==> config.mk <==
export PLATFORM = sky130hd
export DESIGN_NAME = booth_multiplier_seq_flat
export DESIGN_NICKNAME = d
export VERILOG_FILES = /design/src/rtl/booth_multiplier_seq_if.sv /design/src/rtl/booth_multiplier_seq.sv /design/src/flat_wrapper.sv
export SDC_FILE = /design/constraint.sdc
export NUM_CORES = 1
export LEC_CHECK = 0
export CORE_MARGIN = 2
export CORE_UTILIZATION = 26
export CTS_BUF_LIST = sky130_fd_sc_hd__clkbuf_16
export DETAILED_ROUTE_END_ITERATION = 16
export PLACE_DENSITY = 0.56
export SLEW_MARGIN = 30
export SYNTH_ARGS = -nofsm -noshare
export SYNTH_HDL_FRONTEND = slang
export SYNTH_SLANG_ARGS = --single-unit
==> constraint.sdc <==
create_clock -name i_clk -period 4.3 [get_ports i_clk]
set_clock_uncertainty 0.1 [all_clocks]
set_input_delay 0.645 -clock i_clk [delete_from_list [all_inputs] [get_ports i_clk]]
set_output_delay 0.645 -clock i_clk [all_outputs]
set_load 0.03 [all_outputs]
==> src/rtl/booth_multiplier_seq_if.sv <==
// booth_multiplier_seq_if: start/done handshake, operands and product of the Booth multiplier
interface booth_multiplier_seq_if #(parameter int WIDTH = 4);
  logic                 i_start;
  logic [WIDTH-1:0]     i_multiplicand;
  logic [WIDTH-1:0]     i_multiplier;
  logic                 o_busy;
  logic                 o_done;
  logic [2*WIDTH-1:0]   o_product;
  modport master (output i_start, i_multiplicand, i_multiplier, input o_busy, o_done, o_product);
  modport slave  (input i_start, i_multiplicand, i_multiplier, output o_busy, o_done, o_product);
endinterface

==> src/rtl/booth_multiplier_seq.sv <==
// booth_multiplier_seq: sequential radix-2 Booth multiplier, one step per clock, start/done handshake
module booth_multiplier_seq #(parameter int WIDTH = 4) (
  input logic i_clk,
  input logic i_rst,
  booth_multiplier_seq_if.slave bus
);
  localparam int CW = $clog2(WIDTH + 1);
  typedef enum logic [1:0] {IDLE, CALC, DONE} state_t;
  state_t state_q, state_d;
  logic signed [WIDTH:0] a_q, a_d, m_ext, sum;
  logic [WIDTH-1:0] m_q, m_d, q_q, q_d;
  logic qm1_q, qm1_d;
  logic [CW-1:0] cnt_q, cnt_d;
  logic [2*WIDTH-1:0] prod_q, prod_d;
  logic done_q, done_d;
  always_ff @(posedge i_clk) begin
    if (i_rst) begin
      state_q <= IDLE;
      a_q     <= '0;
      m_q     <= '0;
      q_q     <= '0;
      qm1_q   <= 1'b0;
      cnt_q   <= '0;
      prod_q  <= '0;
      done_q  <= 1'b0;
    end else begin
      state_q <= state_d;
      a_q     <= a_d;
      m_q     <= m_d;
      q_q     <= q_d;
      qm1_q   <= qm1_d;
      cnt_q   <= cnt_d;
      prod_q  <= prod_d;
      done_q  <= done_d;
    end
  end
  // A is one bit wider than M so that A - (-2^(W-1)) never overflows
  always_comb begin
    m_ext   = {m_q[WIDTH-1], m_q};
    sum     = (q_q[0] & ~qm1_q) ? a_q - m_ext : (~q_q[0] & qm1_q) ? a_q + m_ext : a_q;
    state_d = state_q;
    a_d     = a_q;
    m_d     = m_q;
    q_d     = q_q;
    qm1_d   = qm1_q;
    cnt_d   = cnt_q;
    prod_d  = prod_q;
    done_d  = 1'b0;
    case (state_q)
      IDLE: if (bus.i_start) begin
        m_d     = bus.i_multiplicand;
        q_d     = bus.i_multiplier;
        a_d     = '0;
        qm1_d   = 1'b0;
        cnt_d   = CW'(WIDTH);
        state_d = CALC;
      end
      CALC: begin
        a_d     = {sum[WIDTH], sum[WIDTH:1]};
        q_d     = {sum[0], q_q[WIDTH-1:1]};
        qm1_d   = q_q[0];
        cnt_d   = cnt_q - 1'b1;
        state_d = (cnt_q == CW'(1)) ? DONE : CALC;
      end
      DONE: begin
        prod_d  = {a_q[WIDTH-1:0], q_q};
        done_d  = 1'b1;
        state_d = IDLE;
      end
      default: state_d = IDLE;
    endcase
  end
  assign bus.o_busy    = (state_q == CALC);
  assign bus.o_done    = done_q;
  assign bus.o_product = prod_q;
endmodule
==> src/flat_wrapper.sv <==
// flat-port wrapper written by rule: the top's interface ports become plain ports
module booth_multiplier_seq_flat 
#(parameter int WIDTH = 4)
  (i_clk, i_rst, bus_i_start, bus_i_multiplicand, bus_i_multiplier, bus_o_busy, bus_o_done, bus_o_product);
  booth_multiplier_seq_if #(.WIDTH(WIDTH)) bus_i ();
  input logic i_clk;
  input logic i_rst;
  input wire logic [$bits(bus_i.i_start)-1:0] bus_i_start;
  input wire logic [$bits(bus_i.i_multiplicand)-1:0] bus_i_multiplicand;
  input wire logic [$bits(bus_i.i_multiplier)-1:0] bus_i_multiplier;
  output wire logic [$bits(bus_i.o_busy)-1:0] bus_o_busy;
  output wire logic [$bits(bus_i.o_done)-1:0] bus_o_done;
  output wire logic [$bits(bus_i.o_product)-1:0] bus_o_product;
  assign bus_i.i_start = bus_i_start;
  assign bus_i.i_multiplicand = bus_i_multiplicand;
  assign bus_i.i_multiplier = bus_i_multiplier;
  assign bus_o_busy = bus_i.o_busy;
  assign bus_o_done = bus_i.o_done;
  assign bus_o_product = bus_i.o_product;
  booth_multiplier_seq #(.WIDTH(WIDTH)) u_core (.i_clk(i_clk), .i_rst(i_rst), .bus(bus_i));
endmodule
## After elaboration in Yosys (flattened, before gate mapping)

Cells that the tools add are included.

- Register bits: 28
- Output and inout bits: 10
- Word-level logic and storage cells: 37

- Reduce and logical (&&, ||, !) cells: 4
- Equal/unequal tests: 4
- Bitwise logic cells: 4
- Add/subtract/negate cells: 3
- Mux-type cells: 14

Operators with widths:

| operator | number |
|---|---|
| $mux 5 | 3 |
| $pmux 5 s2 | 1 |
| $pmux 4 s2 | 1 |
| $pmux 3 s2 | 1 |
| $add 5x4->5 | 1 |
| $sub 5x4->5 | 1 |
| $mux 2 | 2 |
| $mux 4 | 1 |
| $pmux 2 s2 | 1 |
| $reduce_and 2->1 | 2 |
| $eq 3x1->1 const B | 1 |
| $mux 3 | 1 |
| $sub 3x1->3 const B | 1 |
| $and 1x1->1 | 2 |
| $eq 2x1->1 const B | 1 |
| $eq 2x2->1 const B | 1 |
| $logic_not 2->1 | 1 |
| $mux 1 | 2 |
| $ne 2x2->1 const B | 1 |
| $not 1->1 | 2 |
| $pmux 1 s2 | 1 |
| $reduce_bool 2->1 | 1 |

## Longest topological paths before layout

Gate-level depths: netlist of the first run.

- Depth after elaboration: 5
- Depth in mapped cells: 7
- Depth with buffers taken out: 7

## Worst setup path after synthesis of the first run

No wires, ideal clock.

- Path kind: reg2reg
- Start point: register u_core.a_q[0]
- End point: register u_core.a_q[3]
- Slack: 2.513 ns
- Path buffers: 0
- Data required time: 4.083 ns
- Clock period less this slack: 1.787 ns
- Stages on the path, launching flop included: 8
- Setup time: 0.117 ns
- Data arrival time: 1.570 ns
- Cells stage by stage: dfxtp_1 -> ha_1 -> inv_1 -> fa_1 -> or2_0 -> a22oi_1 -> o22ai_1 -> a32o_1

- Longest elaborated chain between the ends: 4
- Elaborated cells on any way between the ends: 5
- Those cells by class: 2 x add/sub; 3 x mux

Ends and longest elaborated chain:

| item | line | text |
|---|---|---|
| start, declared | booth_multiplier_seq.sv:10 | `logic signed [WIDTH:0] a_q, a_d, m_ext, sum;` |
| start signal, assigned | booth_multiplier_seq.sv:19 | `a_q <= '0;` |
| start signal, assigned | booth_multiplier_seq.sv:28 | `a_q <= a_d;` |
| $add 5x4->5 | booth_multiplier_seq.sv:40 | `sum = (q_q[0] & ~qm1_q) ? a_q - m_ext : (~q_q[0] & qm1_q) ? a_q + m_ext : a_q;` |
| $mux 5 | booth_multiplier_seq.sv:40 |  |
| $mux 5 * | booth_multiplier_seq.sv:40 |  |
| $pmux 5 s2 * | booth_multiplier_seq.sv:49 | `case (state_q)` |

Every way passes the cells marked *; elsewhere a longest branch is shown, timed or not.
A chain may end at the register's enable or synchronous reset.

## Final worst setup path of the first run

- Start point: register u_core.state_q[0]
- End point: output bus_o_busy

- Longest elaborated chain between the ends: 1

Ends and longest elaborated chain:

| item | line | text |
|---|---|---|
| start, declared | booth_multiplier_seq.sv:9 | `state_t state_q, state_d;` |
| start signal, assigned | booth_multiplier_seq.sv:27 | `state_q <= state_d;` |
| $eq 2x1->1 | booth_multiplier_seq.sv:73 | `assign bus.o_busy = (state_q == CALC);` |
| end, declared | flat_wrapper.sv:11 | `output wire logic [$bits(bus_i.o_busy)-1:0] bus_o_busy;` |

No other way between the ends.

==> flow_summary.ini, run 1 <==
[outcome]
status = finished, final reports clean

[worst_setup_path]
cp-end-kind = output port
r2r_start = u_core.a_q[0]
timing.rr.end = u_core.a_q[3]
ff2ff_setup_slack_ps = 2300
startpoint_type = flop
crit_arrival_ps = 1960
reg2regPathDepth = 7
worstSetupPathType = reg2out
worst_ep_required_time_ps = 3560
crit_path_max_fanout = 12

[clocking]
root_buffer = clkbuf_16
post-cts-setup-buffers = 0
cts.clk_slew.worst_paths_ps = 70
cts_resized = 0
cts_hold_buf = 0
clockBufferDepth = 2
clock_sinks = 27
htree_num_levels = 1
cts_tree = done
clkLatencyLatePin_ps = 260
numCtsBuffers = 3

[global_route]
grt_pass1_vias = 1085
grt_pass1_wl_mm = 4.99
overflow = 0
antenna_found_initial = 0
grt_max_degree = 28
grtUsageTotal_pct = 10.1

[route]
met2_length_mm = 1.23
dr.pass1.iters = 4
met1Wirelength_mm = 1.47
vias = 1146
ant_nets = 0
drt_iter0_markers = 51
remaining_drc_errors = 0
wire_per_inst_um = 10.8
topRoutingLayerUsed = met3
routed_via_density = 4.39
wl_mm = 2.81
wl_met3_um = 111

[die]
std_cell_rows = 26
core_area_mm2 = 0.00520
die-area_mm2 = 0.00610
die_h_um = 78.1
io_pins = 21
initial_core_util_pct = 27.4
chipWidth_um = 78.1

[synth]
syn_avg_cell_area_um2 = 8.16
synthSimpleGateAreaFrac_pct = 23.1
ys_warn_count = 0
synth_top_family_by_area = simple AND/OR/NAND/NOR gates
synth_fa_ha_area_share_pct = 11.6
synth_xor_xnor_area_share_pct = 2.98
synth-compound-area-share_pct = 17.5
synth_edf_count = 0
synth.area.mux_share_pct = 0.789
synth_top_area_share_pct = 37.9
synth_top_cell_by_area = dfxtp_1
synth_cells = 175
syn_area_mm2 = 0.00143
synth_area_leaders = dfxtp_1 38%, nand2_1 9.7%, ha_1 8.8%
syn_nets = 198
ys_ff_latch = 27
async_flop_share_pct = 0
synthTopCellsByCount = 37 x nand2_1, 27 x dfxtp_1, 17 x a21oi_1
ys_seq_area_share_pct = 37.9
yosysUniqueCellTypes = 40
yosysMostFrequentCell = nand2_1
ys.flop_type = dfxtp_1

[timing]
fin_crit_ps = 2700
finalSetupTns_ps = 0
hold_viol = 0
tightest_slew_ps = 545
report.final.slew_viol_count = 0
finalSetupViolations = 0
fin_crit_sh_pct = 62.8
max_freq_mhz = 370
relSlewSlack_pct = 63.6
rsz0062_at_grt = no

[final_layout]
antenna_cells = 0
drive_gt1_share_pct = 5.76
final_cell_area_mm2 = 0.00175
area_growth_pct = 22.6
nNetsFinal = 215

[placed_design]
finalWeightedCongestion = 0.838
placed_cell_area_mm2 = 0.00167
port_buffers = 20
hpwl_mm = 2.14

[pwr]
powerDensity_mw_per_mm2 = 334
vdd.ir_drop.worst_mv = 0.128
p_leak_uw = 0.000653

[run]
drv_cap = 0

[min_path]
worstHoldEndpoint = u_core.bus.o_product[1]
hold_path.class = reg2reg
hold_path_depth = 2
hold_path_startpoint = u_core.bus.o_product[1]
-- through the flow --
stage | setup slack (ps) | util [%] | instances | hold WS [ps] | power (uW)
2_1_floorplan | 2510 | - | 175 | 341 | 354
3_3_place_gp | 1850 | 32.1 | 257 | 348 | 379
3_5_place_dp | 1830 | 32.1 | 257 | 346 | 380
4_1_cts | 1560 | 33.7 | 261 | 356 | 590
5_1_grt | 1400 | 33.6 | 261 | 382 | 620
6_report | 1600 | 33.6 | 261 | 355 | 584
-- sequential cells by signal, indices dropped and copies added, names as in the netlist --
register,count
u_core.m_q,4
u_core.cnt_q,3
u_core.q_q,4
u_core.bus.o_product,8
u_core.state_q,2
u_core.bus.o_done,1
u_core.a_q,4
u_core.qm1_q,1
-- cells in the final DEF, fill, tap and decap left out, types with 2 or more instances in the layout --
master	netlist	layout
a31oi_1	2	2
dfxtp_1	27	27
nor2b_1	3	3
o21ai_1	4	4
a21oi_1	17	17
clkdlybuf4s50_1	0	19
o22ai_1	3	3
nand2b_1	6	6
fa_1	2	2
nor2_1	15	15
inv_1	11	11
clkbuf_16	0	3
nor3_1	3	3
o21ai_0	2	2
ha_1	10	10
xor2_1	2	2
nand2_1	37	37
a311oi_1	3	3
-- cell type report --
class                           count  area [um2]
Clock buffer                        3        75.1
Clock inverter                      1        7.51
Fill cell                         566        3450
Inverter                           12        45.0
Multi-Input combinational cell    128         800
Sequential cell                    27         541
Tap cell                           70        87.6
Timing Repair Buffer               20         195
-- routing by layer --
metal / track usage, % / vias to the layer above
li1: - / 616
met1: 14.2 / 513
met2: 15.7 / 17
met3: 3.22 / 0
met4: 0.877 / 0
met5: 0 / -
-- power breakdown --
group          internal [uW]  switching [uW]
registers                263            13.7
logic                   43.0            53.0
clock network            126            85.2
total                    432             152
-- worst max-delay path, cell delays in order (launching register included) --
cell and delay [ps]:
dfxtp_1 440, nand2b_1 300, inv_2 250, clkdlybuf4s50_1 700
-- worst max path at each step --
stage,slack [ps],end,startpoint
after CTS,1560,bus_o_busy,u_core.state_q[0]
after global routing,1400,bus_o_busy,u_core.state_q[0]
after global placement,1850,u_core.a_q[2],i_rst
after detailed placement,1830,u_core.a_q[2],i_rst
after floorplan,2510,u_core.a_q[3],u_core.a_q[0]
final,1600,bus_o_busy,u_core.state_q[0]
-- cell families (layout without fill, tap and decap cells) --
group / Yosys count / in the layout
multiplexers: 1 / 1
adder cells (fa/ha/maj): 12 / 12
XOR/XNOR: 4 / 4
flip-flops: 27 / 27
buffers and inverters: 20 / 36
AND/OR/NAND/NOR: 71 / 71
AO/OA/AOI/OAI: 40 / 40
No activity file was read; power rests on OpenSTA's default activity.
==> run 2: changes to the inputs <==
Settings changed: PLACE_DENSITY 0.56 to 0.58.
Clock period 4.3 ns to 2.3 ns, I/O delays scaled along.
==> run 2 against run 1 <==
Net effect: die area unchanged; sequential share of layout area down 0.56 points; first-iteration DRC count up 27%; via count up 1.5%; sequential power up 87%; critical path type unchanged; hold slack worse by 2.1 ps; worst setup slack worse by 1400 ps.
==> flow_summary.ini, run 2 (synthesis gave the netlist of run 1 again) <==
[worst_setup_path]
crit_path_max_fanout = 10
timing.rr.end = u_core.a_q[3]
worstSetupPathType = reg2out
crit_arrival_ps = 1680
slowest_stage = clkdlybuf4s50_1
r2r_start = u_core.a_q[0]
cp-end-kind = output port
ff2ff_setup_slack_ps = 360
reg2regPathDepth = 7
startpoint_type = flop
path_cells = nand2b_1 > inv_2 > clkdlybuf4s50_1
crit_path_max_incr_delay_ps = 700
worst_ep_required_time_ps = 1860

[clocking]
clock_sinks = 27
cts_hold_buf = 0
root_buffer = clkbuf_16
clockBufferDepth = 2
cts.clk_slew.worst_paths_ps = 60
clkLatencyLatePin_ps = 260
htree_num_levels = 1
cts_tree = done
cts_resized = 0
numCtsBuffers = 3
post-cts-setup-buffers = 0

[route]
wire_per_inst_um = 11.1
remaining_drc_errors = 0
wl_mm = 2.94
vias = 1163
routed_via_density = 4.39
dr.pass1.iters = 4
drt_iter0_markers = 65
ant_nets = 0

[die]
die_h_um = 78.1
io_pins = 21
core_area_mm2 = 0.00520
die-area_mm2 = 0.00610
chipWidth_um = 78.1
initial_core_util_pct = 27.4
std_cell_rows = 26

[timing]
relSlewSlack_pct = 60.6
fin_crit_ps = 2120
rsz0062_at_grt = no
max_freq_mhz = 471
finalSetupTns_ps = 0
finalSetupViolations = 0
tightest_slew_ps = 590
hold_viol = 0
report.final.slew_viol_count = 0
fin_crit_sh_pct = 92.2

[pwr]
powerDensity_mw_per_mm2 = 615
p_leak_uw = 0.000675
intPower_uw = 813
power.share.switching_pct = 25.9
vdd.ir_drop.worst_mv = 0.245
seqPwrFrac_pct = 47.1
pwr-share-comb_pct = 17.3
p_sw_uw = 284
pwr-share-clk_pct = 35.7

[min_path]
hold_path_depth = 2
worstHoldEndpoint = u_core.bus.o_product[6]
hold_path_startpoint = u_core.bus.o_product[6]
hold_path.class = reg2reg

[final_layout]
drive_gt1_share_pct = 7.18
area_growth_pct = 24.9
antenna_cells = 0
final_util_pct = 34.3
nNetsFinal = 219
n_fill_cell = 570
final_cell_mix = 37 x nand2_1, 27 x dfxtp_1, 20 x clkdlybuf4s50_1, 17 x a21oi_1, 15 x nor2_1
layout_commonest_cell = nand2_1
largest_reg_flops = 8

[global_route]
grt_pass1_vias = 1146
grtUsageTotal_pct = 10.7
grt_max_degree = 19
overflow = 0
antenna_found_initial = 0
grt_pass1_wl_mm = 5.32

[outcome]
status = finished, final reports clean

[placed_design]
port_buffers = 20
finalWeightedCongestion = 0.785
hpwl_mm = 2.26

[run]
drv_cap = 0
==> run 2: how the worst max path moves through the flow <==
stage / from / end / cells past startpoint
2_1_floorplan: u_core.a_q[0] / u_core.a_q[3] / 7
4_1_cts: u_core.state_q[0] / bus_o_busy / 3
3_3_place_gp: u_core.a_q[0] / u_core.a_q[3] / 7
3_5_place_dp: u_core.a_q[0] / u_core.a_q[3] / 7
6_report: u_core.state_q[0] / bus_o_busy / 3
5_1_grt: u_core.state_q[0] / bus_o_busy / 3
==> run 2: power groups by stage <==
stage | clock network, uW | registers [uW] | logic (uW)
CTS | 405 | 517 | 192
global placement | 0 | 526 | 191
finish | 391 | 516 | 189
floorplan | 0 | 522 | 140
global route | 432 | 521 | 218
detailed placement | 0 | 527 | 191
==> run 2: metal layers <==
metal	part of all wire, %	vias up	global-route usage (%)
li1	-	626	-
met4	0	0	1.05
met1	50	519	14.6
met3	4.0	0	3.33
met5	0	-	0
met2	46	18	17.1
==> run 2: critical path, delay by kind of cell, from the launching register on <==
kind          cells  cell delay, ps
simple gates      1             120
buf+inv           2             860
flops             1             440
==> run 2: through the flow <==
stage	hold WS [ps]	setup slack (ps)	instance area (um2)	cells	power, uW
after CTS	358	153	1780	265	1110
after detailed placement	349	387	1700	261	718
after floorplan	341	513	1430	175	661
final	353	178	1780	265	1100
after global placement	343	419	1700	261	717
after global routing	370	56.8	1780	265	1170
==> run 2: final cells by class <==
type	count	area, um2	area share (%)
timing repair buffer	24	230	12.9
inverter	12	45.0	2.53
multi-input combinational	128	800	44.8
tap	70	87.6	4.91
sequential	27	541	30.3
clock buffer	3	75.1	4.21
clock inverter	1	5.00	0.281
